===== config.mk =====
export PLATFORM = sky130hd
export DESIGN_NAME = multi_debouncer
export DESIGN_NICKNAME = d
export VERILOG_FILES = /design/src/rtl/multi_debouncer.sv
export SDC_FILE = /design/constraint.sdc
export NUM_CORES = 1
export LEC_CHECK = 0
export ABC_CLOCK_PERIOD_IN_PS = 2050
export BUFFER_PORTS_ARGS = -buffer_cell sky130_fd_sc_hd__buf_2
export CAP_MARGIN = 15
export CELL_PAD_IN_SITES_DETAIL_PLACEMENT = 1
export CELL_PAD_IN_SITES_GLOBAL_PLACEMENT = 1
export CORE_ASPECT_RATIO = 1.2
export CORE_MARGIN = 5
export CORE_UTILIZATION = 43
export DETAILED_ROUTE_END_ITERATION = 8
export GPL_ROUTABILITY_DRIVEN = 0
export PLACE_DENSITY_LB_ADDON = 0.1
export SLEW_MARGIN = 0
export SYNTH_ARGS = -nofsm -noshare
export SYNTH_HDL_FRONTEND = slang
export SYNTH_SLANG_ARGS = --single-unit

===== constraint.sdc =====
create_clock -name aclk -period 2.05 [get_ports aclk]
set_input_delay 0.5125 -clock aclk [delete_from_list [all_inputs] [get_ports aclk]]
set_output_delay 0.5125 -clock aclk [all_outputs]
set_load 0.05 [all_outputs]

===== src/rtl/multi_debouncer.sv =====
// Multi-channel switch debouncer: per-channel synchroniser, programmable stability
// filter, registered level plus single-cycle rise/fall strobes.
module multi_debouncer #(
    parameter int unsigned NUM_CH      = 4,
    parameter int unsigned COUNT_WIDTH = 16,
    parameter int unsigned SYNC_STAGES = 2,
    parameter logic        RESET_VAL   = 1'b0
) (
    input  logic                   aclk,
    input  logic                   aresetn,
    input  logic [NUM_CH-1:0]      sw_in,
    input  logic [COUNT_WIDTH-1:0] stable_cnt,
    output logic [NUM_CH-1:0]      sw_stat,
    output logic [NUM_CH-1:0]      rise_pulse,
    output logic [NUM_CH-1:0]      fall_pulse,
    output logic                   any_change
);

    logic [SYNC_STAGES-1:0][NUM_CH-1:0]  sync_q, sync_d;
    logic [NUM_CH-1:0][COUNT_WIDTH-1:0]  cnt_q, cnt_d;
    logic [NUM_CH-1:0]                   stat_q, stat_d;
    logic [NUM_CH-1:0]                   rise_q, rise_d;
    logic [NUM_CH-1:0]                   fall_q, fall_d;
    logic                                any_q, any_d;
    logic [COUNT_WIDTH-1:0]              thr_m1;

    // Threshold minus one; a programmed zero behaves as a threshold of one.
    always_comb begin
        thr_m1 = '0;
        if (stable_cnt != '0) begin
            thr_m1 = stable_cnt - COUNT_WIDTH'(1);
        end
    end

    always_comb begin
        sync_d    = sync_q;
        sync_d[0] = sw_in;
        for (int unsigned s = 1; s < SYNC_STAGES; s++) begin
            sync_d[s] = sync_q[s-1];
        end
    end

    // Compare is >= so a lowered threshold completes a pending transition at once.
    always_comb begin
        stat_d = stat_q;
        cnt_d  = cnt_q;
        rise_d = '0;
        fall_d = '0;
        for (int unsigned i = 0; i < NUM_CH; i++) begin
            if (sync_q[SYNC_STAGES-1][i] == stat_q[i]) begin
                cnt_d[i] = '0;
            end else if (cnt_q[i] >= thr_m1) begin
                stat_d[i] = sync_q[SYNC_STAGES-1][i];
                cnt_d[i]  = '0;
                rise_d[i] = sync_q[SYNC_STAGES-1][i];
                fall_d[i] = ~sync_q[SYNC_STAGES-1][i];
            end else begin
                cnt_d[i] = cnt_q[i] + COUNT_WIDTH'(1);
            end
        end
        any_d = |(rise_d | fall_d);
    end

    always_ff @(posedge aclk or negedge aresetn) begin
        if (!aresetn) begin
            sync_q <= {(SYNC_STAGES*NUM_CH){RESET_VAL}};
            stat_q <= {NUM_CH{RESET_VAL}};
            cnt_q  <= '0;
            rise_q <= '0;
            fall_q <= '0;
            any_q  <= 1'b0;
        end else begin
            sync_q <= sync_d;
            stat_q <= stat_d;
            cnt_q  <= cnt_d;
            rise_q <= rise_d;
            fall_q <= fall_d;
            any_q  <= any_d;
        end
    end

    assign sw_stat    = stat_q;
    assign rise_pulse = rise_q;
    assign fall_pulse = fall_q;
    assign any_change = any_q;

endmodule


# Word-level counts from Yosys, hierarchy flattened

Cells that the tools add are included.

$add $sub $neg: 5
Magnitude comparators: 4
Eq/ne operators: 4
Mux-type cells: 25
Bitwise gates (word level): 9
Reduce and logical (&&, ||, !) cells: 6

Operators with widths:

| kind                                               | count |
|---|---|
| two-way mux 16 bit                                 | 9 |
| adder 16 x 1 -> 16 bit, second input constant      | 4 |
| greater-or-equal comparator 16 bit                 | 4 |
| two-way mux 1 bit                                  | 16 |
| nonzero test 16 bit                                | 1 |
| subtractor 16 x 1 -> 16 bit, second input constant | 1 |
| NOT 1 bit                                          | 8 |
| AND reduction 2 bit                                | 4 |
| == test 1 bit                                      | 4 |
| bitwise OR 4 bit                                   | 1 |
| OR reduction 4 bit                                 | 1 |

Bits in registers: 85
Input bits: 22
Output and inout bits: 13
Logic and storage cells: 66

# Longest topological paths before layout

Gate-level depths: netlist of the first run.

Word-level depth: 7
Depth in mapped cells: 16

# Least setup slack after synthesis of the first run

No wires, ideal clock.

Path kind: input port to flip-flop
Start: input port stable_cnt[11]
End: register cnt_q[54] (netlist name)
Setup time: 72 ps
Arrival time: 3648 ps
Required time: 1978 ps
Slack: -1671 ps
Stages: 13
Cell sequence: or4_4 -> or3_4 -> or3_1 -> buf_6 -> and2_1 -> ha_1 -> nand2b_1 -> a2111oi_0 -> o311a_1 -> o21a_1 -> nand2_1 -> clkbuf_1 -> nor2_1

RTL lines:

| element                | line | text |
|---|---|---|
| start: declaration     | 12   | `input logic [COUNT_WIDTH-1:0] stable_cnt,` |
| end signal: assignment | 75   | `cnt_q <= cnt_d;` |
| end: declaration       | 20   | `logic [NUM_CH-1:0][COUNT_WIDTH-1:0] cnt_q, cnt_d;` |

==> run metrics, run 1 <==
synthesized area=0.005289 mm^2; most frequent cells in the layout=dfrtp_1, buf_4, ha_1; final setup fails=77; GRT Total Usage=25.86%; crit path kind=input port to flop; maximum buffer depth of the clock tree=2; Post-synth EDFFs=0; Hold WC Path Type=input port to asynchronous set/reset pin; final hold violation count=0; RSZ-0062 raised after global routing=true; first-pass GRT wire length=29,640 um; relative slew slack=a little over two fifths; Most used DFF post-synth=dfrtp_1; run status=finished, violations left; Port-buffer cells=34; period utilization=168.5%; overall power=a little over 4000 uW; Max-cap violations=0; CTS tree=yes; fraction of registers with async set/reset=100.0%; net count of the mapped netlist=645; CP Data Required Time=~2300 ps; Setup crit start kind=input port; pre-CTS setup slack=-1991 ps; ANT cells=0; Int Pwr=3026 uW; met2 GRT Util=roughly 48%; Worst Clk Skew=11.51 ps; hold_buf cts=0; TritonCTS Buffers=9; largest cells by area after synthesis=dfrtp_1, ha_1, xor2_1, nor2_1, xnor2_1; clock slew at reported path FFs=70 ps; fmax=between 0.2 and 0.3 GHz; Switching Power=roughly 1100 uW; met1 usage=between 20 and 30%; Fillers=between 1,000 and 1,500; WL per Instance=around 22 um; failing checks=setup timing; Cell variety after synth=42; antenna violations before repair=0; utilization after layout=64.10%; P per Cell Area=535.6 mW/mm^2; largest net degree at the start of global routing=45; core box area=0.01206 mm^2; #FFs+latches synth=85; final worst slack=-1403 ps; Setup TNS=-101,990 ps; combinational share of power=about 16%; Final HPWL DP=12,320 um; Starting Density=approximately 44%; ANT nets after route=0; Clock Sinks=85; maximum vdd drop=0.4319 mV; Cells after Synth=553; Layout area overhead=46.13%; GRT met3 Usage=3.634%; Sequential Power Share=a little over two fifths; slew of the pin with the lowest slew margin=859.7 ps; clock power share=42.1%; Syn Area/Cell=roughly 9.6 um^2; post-synth top area share=40.22%; Setup crit end kind=flop; grt ovf=0; Static Leakage=between 0.003 and 0.004 uW; Root Driver=clkbuf_16; Final Max Slew Viols=0; routed vias/inst=5.590; most common cell after layout, fill and taps aside=dfrtp_1; dominant cell type by area after synthesis=dfrtp_1; num ports=35; final wirelength=~19,000 um; CP arrival=around 3700 ps; clk_lat worst skew=about 360 ps; CP max FO=7; Switching Fraction=around 27%; final net count=roughly 780; share of layout cells above drive strength 1=40.00%; vias in the first global route=about 5,500; Die Y=131.5 um; Top Usage Layer GRT=met2; row cnt=44; share of the yosys chip area belonging to registers=40.22%; Die Width=111.2 um; DR pass1 iterations=4; DIE AREA=0.01463 mm^2; H-tree levels=3; starting DRC count in detailed routing=189; via count=4,785; Ys Warns=0; Final min period=3453 ps; DRC Markers=0
## cell usage after synthesis (all sizes together), types with 2 or more instances
cell and number:
a211oi 4, a21o 3, a21oi 23, and2 4, and3 14, and3b 6
and4 7, buf 2, clkbuf 6, dfrtp 85, ha 70, inv 16
mux2 4, nand2 54, nand2b 5, nand3 31, nand4 11, nor2 83
nor2b 3, nor3 9, nor3b 2, nor4 4, o21a 2, o21ai 17
or3 4, xnor2 25, xor2 46
## area by class of cell
class | count | area (um^2) | area share, %
sequential | 85 | 2127 | 27.52
tap | 161 | 201.4 | 2.606
timing repair buffer | 132 | 1097 | 14.20
multi-input combinational | 446 | 3926 | 50.80
inverter | 16 | 60.06 | 0.7771
clock inverter | 5 | 63.81 | 0.8256
clock buffer | 11 | 252.7 | 3.270
## final timing paths
check                                            to  depth (start not counted)  slack (ps)                 from
worst min register to register  sync_q[4]$_DFF_PN0_                          0         350  sync_d[4]$_DFF_PN0_
max in group asynchronous       cnt_q[24]$_DFF_PN0_                          2        1390              aresetn
worst max-delay path            cnt_q[55]$_DFF_PN0_                         14       -1400       stable_cnt[11]
worst max register to register  cnt_q[19]$_DFF_PN0_                          9         -80  cnt_q[18]$_DFF_PN0_
worst min-delay path             cnt_q[1]$_DFF_PN0_                          1          40              aresetn
min in group aclk               sync_d[6]$_DFF_PN0_                          1         260             sw_in[2]
## repair_timing
action                     in CTS  in global routing
cloned                          4                  0
setup endpoints to repair      77                 77
buffers inserted                8                  4
resized for setup             138                 53
pin swaps                      62                 22
## routing by layer
metal / part of all wire (%) / routed length (um) / up-vias
met5: 0 / 0 / -
met4: 4.1 / 780 / 0
met3: 2.3 / 433 / 57
met2: 54 / 10220 / 89
met1: 39 / 7366 / 2431
li1: - / - / 2208
## cell families after synthesis
| group | count (synthesis) | synth area share (%) |
|---|---|---|
| compound gates | 59 | 6.648 |
| buf+inv | 24 | 1.987 |
| fa+ha+maj | 70 | 16.56 |
| mux | 4 | 0.8516 |
| flops | 85 | 40.22 |
| simple gates | 240 | 21.98 |
| xor+xnor | 71 | 11.76 |
## sequential cells by signal, indices dropped and copies added (netlist names)
signal and count:
sync_q 4, cnt_q 64, fall_pulse 4, sw_stat 4, rise_pulse 4, any_change 1
sync_d 4
## critical path, cell delays in order
cell and delay (ps):
buf_6 90, or4_4 530, or3_4 360, or3_4 400, and2_4 170, buf_6 140
ha_4 200, nand2b_4 150, a2111oi_4 320, o311a_1 240, o21a_4 230, buf_12 130
nand2_8 90, nor2_4 150
## power groups by stage
| stage | Clock [uW] | Combinational (uW) | Sequential, uW |
|---|---|---|---|
| 2_1_floorplan | 0 | 243 | 1760 |
| 3_3_place_gp | 0 | 481 | 1760 |
| 3_5_place_dp | 0 | 508 | 1760 |
| 4_1_cts | 1760 | 622 | 1730 |
| 5_1_grt | 1840 | 722 | 1730 |
| 6_report | 1740 | 667 | 1730 |
## stage by stage
| stage | instance area [um^2] | hold WS, ps | std cells |
|---|---|---|---|
| finish | 7729 | 43.81 | 856 |
| global route | 7729 | 58.93 | 856 |
| floorplan | 5507 | 216.9 | 553 |
| global placement | 6442 | 338.6 | 825 |
| CTS | 7492 | 44.43 | 852 |
| detailed placement | 6442 | 337.1 | 825 |
Note: power is estimated with default switching activity, not from simulation.
==> run 2, diff against run 1 <==
--- a/config.mk
+++ b/config.mk
@@ -5,6 +5,7 @@
 export SDC_FILE = /design/constraint.sdc
 export NUM_CORES = 1
 export LEC_CHECK = 0
+export ABC_AREA = 1
 export ABC_CLOCK_PERIOD_IN_PS = 2050
 export BUFFER_PORTS_ARGS = -buffer_cell sky130_fd_sc_hd__buf_2
 export CAP_MARGIN = 15
@@ -16,6 +17,7 @@
 export DETAILED_ROUTE_END_ITERATION = 8
 export GPL_ROUTABILITY_DRIVEN = 0
 export PLACE_DENSITY_LB_ADDON = 0.1
+export REMOVE_ABC_BUFFERS = 1
 export SLEW_MARGIN = 0
 export SYNTH_ARGS = -nofsm -noshare
 export SYNTH_HDL_FRONTEND = slang
==> run 2 against run 1 <==
Net effect: the run still ends with setup timing left; combinational power up 21%; worst setup slack better by 610 ps; non-clock buffer count down 14; first-iteration DRC count up 32%; clock-buffer cell count down 1; global-route usage down 2.9 points; flip-flop and latch count unchanged; area after synthesis up 13%; wire length up 12%; clock skew down 4.2 ps; fmax up 22%; core utilization about the same; largest cell class unchanged.
==> run metrics, run 2 <==
slew of the pin with the lowest slew margin=1212 ps (+352.0 ps); Die Y=139.2 um (+5.9%); Ys Warns=0 (unchanged); Final Max Slew Viols=0 (unchanged); maximum vdd drop=0.3781 mV (-12%); num ports=35 (unchanged); dpl cells=962 (+17%); post-synth top area share=35.54% (-4.7 points); top cells by count, synth=nand2_1, dfrtp_1, nor2_1; P per Cell Area=511.2 mW/mm^2 (-4.6%); clock slew at reported path FFs=70 ps (about the same); largest family of logic cells by synthesized area=simple AND/OR/NAND/NOR gates; largest net degree at the start of global routing=86 (+91%); Setup TNS=-50,060 ps (+51,940 ps); CP arrival=3090 ps (-650 ps); routed vias/inst=5.358 (-4.2%); DIE AREA=0.01639 mm^2 (+12%); hold_buf cts=0 (unchanged); Layout Cells excl Fill=1,004 (+17%); Max-cap violations=0 (unchanged); core box area=0.01376 mm^2 (+14%); largest cells by area after synthesis=dfrtp_1, ha_1, nand2_1, xor2_1, nor2_4; Port-buffer cells=34 (unchanged); xor/xnor share of the synthesized area=7.609% (-4.1 points); most frequent cells in the layout=nand2_1, dfrtp_1, nor2_4; Most used DFF post-synth=dfrtp_1; DR pass1 iterations=5 (+1); Simple-Gate Fraction of Synth Area=30.46% (+8.5 points); #FFs+latches synth=85 (unchanged); antenna violations before repair=0 (unchanged); adder and majority gate portion of the synthesized area=14.63% (-1.9 points); final hold violation count=0 (unchanged); via count=5,379 (+12%); failing checks=setup timing; Static Leakage=0.003870 uW (+8.7%); Starting Density=43.50% (-0.37 points); Synth Area in Compound Gates=5.686% (-0.96 points); DRC Markers=0 (unchanged); Post-synth EDFFs=0 (unchanged); worst r2r src=cnt_q[53]$_DFF_PN0_; share of layout cells above drive strength 1=48.26% (+8.3 points); row cnt=47 (+6.8%); ANT nets after route=0 (unchanged); Hold WC Path Type=input port to asynchronous set/reset pin; Worst Clk Skew=7.330 ps (-4.184 ps); Syn Area/Cell=8.563 um^2 (-10%); Worst setup endpoint=any_change$_DFF_PN0_; maximum buffer depth of the clock tree=2 (unchanged); Most flops, register=cnt_q; CP Data Required Time=2300 ps (-40 ps); final net count=920 (+18%); grt ovf=0 (unchanged); Setup crit end kind=flop; Setup crit start kind=input port; r2r setup slk=50 ps (+130 ps); Final HPWL DP=12,730 um (+3.3%); final wirelength=21,040 um (+12%); Cells after Synth=699 (+26%); Fillers=1,505 (+20%); Die Width=117.7 um (+5.8%); worst setup path startpoint=stable_cnt[2]; Layout area overhead=47.26%; synthesized area=0.005986 mm^2 (+13%); GRT Total Usage=22.93% (-2.9 points); Clock Sinks=85 (unchanged); vias in the first global route=5,931 (+7.7%); Root Driver=clkbuf_16; mux contribution to synthesized area=0% (-0.85 points); CP max FO=3 (-4); first-pass GRT wire length=30,050 um (+1.4%); fraction of registers with async set/reset=100.0% (unchanged); final setup fails=77 (unchanged); period utilization=138.5% (-30 points); Final min period=2839 ps (-614.5 ps); fmax=0.3523 GHz (+22%); H-tree levels=3 (unchanged); most common cell after layout, fill and taps aside=nand2_1; post-placement cell area=0.006800 mm^2 (+5.6%); Reg2Reg Capture Point=any_change$_DFF_PN0_; reg2reg path depth=14 (+5); run status=finished, violations left; Cell variety after synth=38 (-9.5%); CTS tree=yes; final worst slack=-788.8 ps (+614.5 ps); ANT cells=0 (unchanged); RSZ-0062 raised after global routing=true; WL per Instance=20.96 um (-4.6%); TritonCTS Buffers=9 (unchanged); final non-filler cell area=0.008815 mm^2 (+14%); count leader, synth=nand2_1; starting DRC count in detailed routing=250 (+32%); share of the yosys chip area belonging to registers=35.54% (-4.7 points); clk_lat worst skew=350 ps (about the same); relative slew slack=18.94% (-24 points); dominant cell type by area after synthesis=dfrtp_1; crit path kind=input port to flop; Largest register FFs=64 (unchanged)
[run 2: per-stage QoR]
step                      total power (uW)  utilization [%]  setup slack [ps]  hold WS (ps)
after floorplan                       2009                -            -645.1         216.9
after global placement                2236            49.42             -1193         332.9
after detailed placement              2268            49.42             -1322         335.8
after CTS                             4385            58.42            -615.5         212.1
after global routing                  4675            64.06            -891.2         190.9
final                                 4506            64.06            -788.8         130.9
[run 2: metal layers]
metal / GRT usage (%) / part of all wire [%] / vias up
li1: - / - / 2524
met1: 25.09 / 37 / 2704
met2: 43.36 / 56 / 95
met3: 3.937 / 2.4 / 56
met4: 9.360 / 4.6 / 0
met5: 0 / 0 / -
[run 2: how the worst min path moves through the flow]
stage	startpoint	end	slack, ps	cells past startpoint
2_1_floorplan	aresetn	any_change$_DFF_PN0_	220	0
3_3_place_gp	sync_d[7]$_DFF_PN0_	sync_q[7]$_DFF_PN0_	330	0
3_5_place_dp	sync_d[5]$_DFF_PN0_	sync_q[5]$_DFF_PN0_	340	0
4_1_cts	aresetn	cnt_q[50]$_DFF_PN0_	210	2
5_1_grt	aresetn	cnt_q[48]$_DFF_PN0_	190	2
6_report	aresetn	cnt_q[50]$_DFF_PN0_	130	2
[run 2: cells by family after synthesis]
group / Yosys count
AO/OA/AOI/OAI: 65
XOR/XNOR: 52
adder cells (fa/ha/maj): 70
buffers and inverters: 83
flip-flops: 85
AND/OR/NAND/NOR: 344
[run 2: what timing repair did]
item / 4_1_cts / 5_1_grt
setup buffers: 11 / 11
gates cloned: 2 / 2
setup endpoints to repair: 77 / 77
pin swaps: 49 / 52
gates resized for setup: 159 / 135
[run 2: where the power goes]
| group | total (uW) | internal [uW] | switching (uW) | leakage [uW] |
|---|---|---|---|---|
| combinational | 809 | 344 | 465 | 0.00254 |
| sequential | 1740 | 1700 | 35.5 | 0.00116 |
| clock | 1960 | 1210 | 750 | 0.000169 |
[run 2: area by class of cell]
| class | instances | area [um^2] | share of cell area [%] |
|---|---|---|---|
| Timing Repair Buffer | 118 | 973.4 | 11.04 |
| Clock buffer | 10 | 229.0 | 2.598 |
| Clock inverter | 6 | 118.9 | 1.348 |
| Tap cell | 171 | 214.0 | 2.427 |
| Inverter | 79 | 329.1 | 3.733 |
| Sequential cell | 85 | 2127 | 24.13 |
| Multi-Input combinational cell | 535 | 4823 | 54.72 |
[run 2: worst max-delay path: stages]
cell	delay [ps]
buf_2	130
or2_4	270
inv_2	80
nand2_2	80
nor2_4	140
inv_2	80
a21oi_2	150
o21ai_2	100
buf_4	150
ha_1	280
nand2_1	70
inv_1	60
nand2_1	90
nand2_1	80
nor2_1	160
nand2_1	100
nand2_1	80
nand2_2	70
buf_4	150
nand2_4	80
nand2_2	70
inv_1	50
nand2_1	50
